### config.mk
export PLATFORM = sky130hd
export DESIGN_NAME = parking_space_allocator
export DESIGN_NICKNAME = d
export VERILOG_FILES = /design/src/rtl/parking_space_allocator.sv
export SDC_FILE = /design/constraint.sdc
export NUM_CORES = 1
export LEC_CHECK = 0
export CORE_MARGIN = 2
export CORE_UTILIZATION = 35
export CTS_CLUSTER_DIAMETER = 150
export DETAILED_ROUTE_END_ITERATION = 16
export SLEW_MARGIN = 40
export SYNTH_ARGS = -nofsm -noshare
export SYNTH_HDL_FRONTEND = slang
export SYNTH_SLANG_ARGS = --single-unit
### constraint.sdc
create_clock -name clk -period 2 [get_ports clk]
set_input_delay 0.2 -clock clk [delete_from_list [all_inputs] [get_ports clk]]
set_output_delay 0.2 -clock clk [all_outputs]
set_load 0.02 [all_outputs]
### src/rtl/parking_space_allocator.sv
// Occupancy manager for an 8-space lot: allocates the lowest free space on entry,
// releases spaces on exit and drives a shared gate for GATE_CYCLES cycles per accepted car.
module parking_space_allocator #(
  parameter int unsigned GATE_CYCLES = 4
) (
  input  logic       clk,
  input  logic       nrst,
  input  logic       entry_req,
  input  logic       exit_req,
  input  logic [2:0] exit_num,
  output logic       entry_ack,
  output logic       entry_reject,
  output logic [2:0] entry_number,
  output logic       exit_ack,
  output logic       exit_error,
  output logic [2:0] park_number,
  output logic       park_valid,
  output logic       gate_open,
  output logic [7:0] occupancy,
  output logic [3:0] free_count,
  output logic       full,
  output logic       empty
);

  localparam logic [0:0] ST_IDLE = 1'b0;
  localparam logic [0:0] ST_GATE = 1'b1;

  // Loaded on acceptance so the gate stays high for exactly GATE_CYCLES cycles.
  localparam logic [3:0] GATE_LOAD = 4'(GATE_CYCLES - 1);

  logic [0:0] state;
  logic [3:0] timer;
  logic       exit_hit;
  logic [2:0] free_idx;

  // Space n lives at bit [7-n] so the map lines up with the downstream one-hot decoder.
  assign exit_hit = occupancy[3'd7 - exit_num];

  // Walk from the highest space number down so the lowest free space wins.
  always_comb begin
    free_idx = '0;
    for (int n = 7; n >= 0; n--) begin
      if (!occupancy[7 - n]) free_idx = 3'(n);
    end
  end

  // NOTE: every register here is written with <= so all updates take effect together at the edge.
  always_ff @(posedge clk or negedge nrst) begin
    if (!nrst) begin
      state        <= ST_IDLE;
      timer        <= '0;
      occupancy    <= '0;
      free_count   <= 4'd8;
      full         <= 1'b0;
      empty        <= 1'b1;
      entry_ack    <= 1'b0;
      entry_reject <= 1'b0;
      entry_number <= '0;
      exit_ack     <= 1'b0;
      exit_error   <= 1'b0;
      park_number  <= '0;
      park_valid   <= 1'b0;
      gate_open    <= 1'b0;
    end else begin
      entry_ack    <= 1'b0;
      entry_reject <= 1'b0;
      exit_ack     <= 1'b0;
      exit_error   <= 1'b0;
      park_valid   <= 1'b0;

      case (state)
        ST_IDLE: begin
          if (exit_req) begin
            if (exit_hit) begin
              occupancy[3'd7 - exit_num] <= 1'b0;
              free_count  <= free_count + 4'd1;
              full        <= 1'b0;
              empty       <= (free_count == 4'd7);
              park_number <= exit_num;
              exit_ack    <= 1'b1;
              park_valid  <= 1'b1;
              gate_open   <= 1'b1;
              timer       <= GATE_LOAD;
              state       <= ST_GATE;
            end else begin
              exit_error <= 1'b1;
            end
          end else if (entry_req) begin
            if (!full) begin
              occupancy[3'd7 - free_idx] <= 1'b1;
              free_count   <= free_count - 4'd1;
              full         <= (free_count == 4'd1);
              empty        <= 1'b0;
              entry_number <= free_idx;
              entry_ack    <= 1'b1;
              gate_open    <= 1'b1;
              timer        <= GATE_LOAD;
              state        <= ST_GATE;
            end else begin
              entry_reject <= 1'b1;
            end
          end
        end

        ST_GATE: begin
          // Requests are ignored here; requesters keep them asserted until served.
          if (timer == 4'd0) begin
            gate_open <= 1'b0;
            state     <= ST_IDLE;
          end else begin
            timer <= timer - 4'd1;
          end
        end

        default: state <= ST_IDLE;
      endcase
    end
  end

endmodule

* Yosys cells after proc, flatten, opt, wreduce, memory -nomap -nowiden *
Index checks and enable logic that the tools add are counted.

operators by class
  add/sub/neg operators = 5
  eq/ne operators = 9
  reductions and logical operators = 10
  mux-type cells = 59
  bitwise operators = 6
  order comparisons = 4

operators by type and width
  operator               count
  $mux W4                9
  $mux W1                32
  $mux W8                4
  $mux W3                8
  $reduce_and A4 Y1      4
  $ne A3 B3 Y1 const B   3
  $and A8 B8 Y8          1
  $lt A3 B4 Y1 const B   2
  $not A8 Y8             1
  $or A8 B8 Y8           1
  $pmux W4 S2            1
  $sub A4 B1 Y4 const B  2
  $demux W1 S3           2
  $ge A3 B1 Y1 const B   2
  $reduce_and A3 Y1      2
  $sub A3 B3 Y3 const A  2
  $add A4 B1 Y4 const B  1
  $eq A4 B1 Y1 const B   1
  $eq A4 B3 Y1 const B   1
  $logic_not A4 Y1       1
  $ne A2 B1 Y1 const B   2
  $ne A2 B2 Y1 const B   2
  $pmux W1 S2            2
  $bmux W1 S3            1
  other kinds (3)        6

word-level totals
  output and inout bits = 26
  register bits = 30
  word-level logic and storage cells = 106
  input port bits = 7

* Longest topological paths before layout *
  depth in word-level cells = 17
  depth in mapped cells = 7
  mapped depth without buffers = 6

* Worst setup path before layout *
OpenSTA, ideal clock, no wires.

  path kind = flip-flop to flip-flop
  start = register occupancy[7]
  end = register park_number[0]
  path slack = -36 ps
  library setup time = 125 ps
  clock period less this slack = 2036 ps
  cell stages (with the launch flop) = 7
  data arrival time = 1911 ps
  cell sequence = dfrtp_1 clkbuf_1 mux2i_1 mux4_2 or2_1 buf_6 mux2_4

between the ends
  cells in the longest elaborated chain, start to end = 3

ends and longest elaborated chain
  what                                RTL line  RTL
  start, declared                     19        output logic [7:0] occupancy,
  start signal, assigned              52        occupancy <= '0;
  start signal, assigned by index     75        occupancy[3'd7 - exit_num] <= 1'b0;
  start signal, assigned by index     90        occupancy[3'd7 - free_idx] <= 1'b1;
  $bmux W1 S3                         37        assign exit_hit = occupancy[3'd7 - exit_num];
  $mux W1 (implied by the code)       37
  $reduce_and A3 Y1 (no source line)  n/a
  end signal, assigned                79        park_number <= exit_num;
  end, declared                       16        output logic [2:0] park_number,

Every way passes these cells. The select of a mux whose other input is x is not followed.
A chain may end at the register's enable or synchronous reset.

* Final worst setup path *
  start = register occupancy[4]
  end = register free_count[2]

between the ends
  cells in the longest elaborated chain, start to end = 4

ends and longest elaborated chain
  what                                RTL line  RTL
  $bmux W1 S3                         37
  $mux W1 (implied by the code)       37
  $ne A2 B1 Y1 (no source line)       n/a
  $reduce_and A4 Y1 (no source line)  n/a
  end signal, assigned                76        free_count <= free_count + 4'd1;
  end signal, assigned                91        free_count <= free_count - 4'd1;
  end, declared                       20        output logic [3:0] free_count,

Every way passes these cells. The select of a mux whose other input is x is not followed.

==> flow_summary.toml <==
[synthesis]
synth_cell_type_count = 49
synth_edf_count = 0
syn_inst = 155
synth_area_leader_cell = "dfrtp_1"
synth_top_area_share = 0.4331
syn_nets = 167
synth_flop_cell = "dfrtp_1"
syn_area_mm2 = 0.001618
synthArstFlopShare = 1.000
ys_top_cells_by_count = "dfrtp_1, inv_1, nand2_1, o21ai_0"
ys_top_cells_by_area = "dfrtp_1, ha_1, dfstp_2"
yosysMostFrequentCell = "dfrtp_1"
yosysWarningCount = 0
ys_ff_latch = 30
seq_area_frac_synth = 0.4656
syn_area_per_cell_um2 = 10.44

[finish]
antenna_cells = 0
synthToLayoutAreaGrowth_pct = 38.21
final_cell_area_mm2 = 0.002236
n_fill_cell = 412
layout.nets = 223
layout-drive-gt1-share = 0.2123

[setup_path]
path_cells = "mux2i_1, mux4_2, buf_4, or4_1, nand3_1"
cp.required_ns = 2.22
crit_start = "occupancy[4]"
worstSetupEndpointType = "register"
cp.arrival_ns = 2.11
cpPeakStageDelay_ns = 0.50
worst-path-buf-inv = 1
startpoint_type = "register"
timing_worst_setup_path_type = "reg2reg"
cpLargestDelayFamily = "multiplexers"
slowest_stage = "mux4_2"
cp_max_fo = 7
reg2reg_from = "occupancy[4]"

[routing]
vias_per_cell = 5.621
postRouteAntennaNets = 0
vias = 1484
first_pass_iters = 4
wl_per_cell_um = 16.16
drt_iter0_markers = 82
routed_wl_mm = 4.267
drc = 0

[sta]
finalCritPeriodShare = 0.9432
fmax_ghz = 0.5301
rsz0062_at_grt = "no"
fin_ws_ns = 0.1135
fin_crit_ns = 1.886
setup_viol = 0
worst_pin_slew_ns = 0.5765
drv_slew = 0
whs_ns = 0.3081
hold_viol = 0
finalClockSkew_ns = 0.002115
slew_headroom = 0.6116

[floorplanning]
io_pins = 33
die_y_um = 71.99
start_util = 0.3665
core_mm2 = 0.004414
die-area_mm2 = 0.005182
die_width_um = 71.99
rows = 24

[global_route]
grt_pass1_wl_mm = 7.245
gr-usage-met3 = 0.05000
met1_usage = 0.2382
grt_busiest_layer = "met2"
antenna_found_initial = 0
grt_max_degree = 31
grt_usage = 0.1818
overflow = 0
grt_pass1_vias = 1513
grtUsageMet2 = 0.2942

[clock_network]
cts_setup_buffers = 0
numCtsBuffers = 5
clock-sinks = 30
clock_path_buffers = 2
ctsHtreeMaxLevel = 2
clk_pin_slew_worst_paths_ns = 0.06
clock_latency_ns = 0.28
cts-root-buf = "clkbuf_8"
cts_tree = "done"

[pwr]
cellPowerDensity_mw_per_mm2 = 1368
ir_worst_vdd_v = 0.0005944
cellLeakagePower_nw = 0.9912

[min_path]
min_path_type = "in2async"

[place]
io_buffer_count = 32
gp_congestion = 0.8663
place_area_mm2 = 0.002143
dp_slack_ns = -0.4019
dp_hpwl_mm = 3.110

[status]
outcome = "complete, no violations"

[flow_run]
max-cap-violations = 0
==> through the flow <==
| step | cells | setup TNS [ns] | utilization | total power [mW] |
|---|---|---|---|---|
| floorplan | 155 | 0 | - | 1.834 |
| global placement | 256 | -4.529 | 0.4855 | 2.510 |
| detailed placement | 256 | -6.064 | 0.4855 | 2.555 |
| CTS | 264 | 0 | 0.5060 | 3.080 |
| global route | 264 | 0 | 0.5065 | 3.277 |
| finish | 264 | 0 | 0.5065 | 3.058 |
==> area by class of cell <==
cell class / count / area, µm² / area share
multi-input cells: 103 / 755.7 / 0.3380
flip-flops and latches: 30 / 753.2 / 0.3369
repair buffers: 60 / 529.3 / 0.2367
clock buffers: 7 / 86.33 / 0.03861
well taps: 52 / 65.06 / 0.02910
inverters: 11 / 41.29 / 0.01847
clock inverters: 1 / 5.005 / 0.002238
==> worst reg2reg max path, cell delays in order (launching register included) <==
cell	delay (ns)
dfrtp_1	0.46
mux2i_1	0.11
mux4_2	0.50
buf_4	0.18
or4_1	0.49
nand3_1	0.08
==> cell usage in the layout, fill, tap and decap left out, types with 2 or more instances in the layout <==
| master | netlist | routed |
|---|---|---|
| clkdlybuf4s50_1 | 0 | 31 |
| dfrtp_1 | 28 | 28 |
| buf_4 | 1 | 28 |
| inv_1 | 10 | 10 |
| nand2_1 | 9 | 9 |
| o21ai_0 | 8 | 8 |
| nor2_1 | 7 | 7 |
| a21oi_1 | 7 | 7 |
| clkbuf_8 | 0 | 6 |
| mux2i_1 | 5 | 5 |
| and3_1 | 5 | 5 |
| nand3_1 | 5 | 5 |
| ha_1 | 5 | 5 |
| nor3_1 | 4 | 4 |
| a41oi_1 | 4 | 4 |
| a31oi_1 | 3 | 3 |
| nand4_1 | 3 | 3 |
| or3_1 | 3 | 3 |
| nand2b_1 | 2 | 2 |
| a2bb2oi_1 | 2 | 2 |
| a22oi_1 | 2 | 2 |
| nand3b_1 | 2 | 2 |
| o211ai_1 | 2 | 2 |
| or4_1 | 2 | 2 |
| a211oi_1 | 2 | 2 |
| mux2_4 | 2 | 2 |
| dfstp_2 | 2 | 2 |
==> final timing paths <==
check,end,slack [ns],depth (start not counted)
hold / removal,free_count[2],0.31,2
hold reg to reg,entry_number[1],0.47,2
min in group clk,entry_number[1],0.47,2
max in group asynchronous,empty,1.37,2
setup reg to reg,free_count[2],0.11,5
setup / recovery,free_count[2],0.11,5
==> flip-flops by register name, summed over array words and instances (netlist names), 3 cells and up <==
register	flops
occupancy	8
free_count	4
timer	4
entry_number	3
park_number	3
==> routing by layer <==
layer	part of all wire	vias to the layer above
met1	0.44	732
met3	0.056	6
met5	0	-
li1	-	686
met2	0.49	60
met4	0.015	0
==> report_power, final <==
group	leakage [nW]	internal [mW]	switching, mW
logic	0.584	0.747	0.815
clock network	0.0482	0.277	0.225
registers	0.359	0.815	0.179
total	0.991	1.84	1.22
==> logic make-up (layout without fill, tap and decap cells) <==
group	count (synthesis)	count (layout)	share of synthesized area
flops	30	30	0.4656
xor+xnor	1	1	0.005415
simple gates	48	48	0.1678
mux	8	8	0.06342
buf+inv	22	79	0.06883
compound gates	41	41	0.1903
fa+ha+maj	5	5	0.03867
==> repair_timing <==
| action | CTS | global route |
|---|---|---|
| gates resized for setup | 1 | 1 |
| pin swaps | 0 | 0 |
| hold buffers | 0 | 0 |
| endpoints found under the setup margin | 9 | 4 |
(Power assumes the default switching activity.)
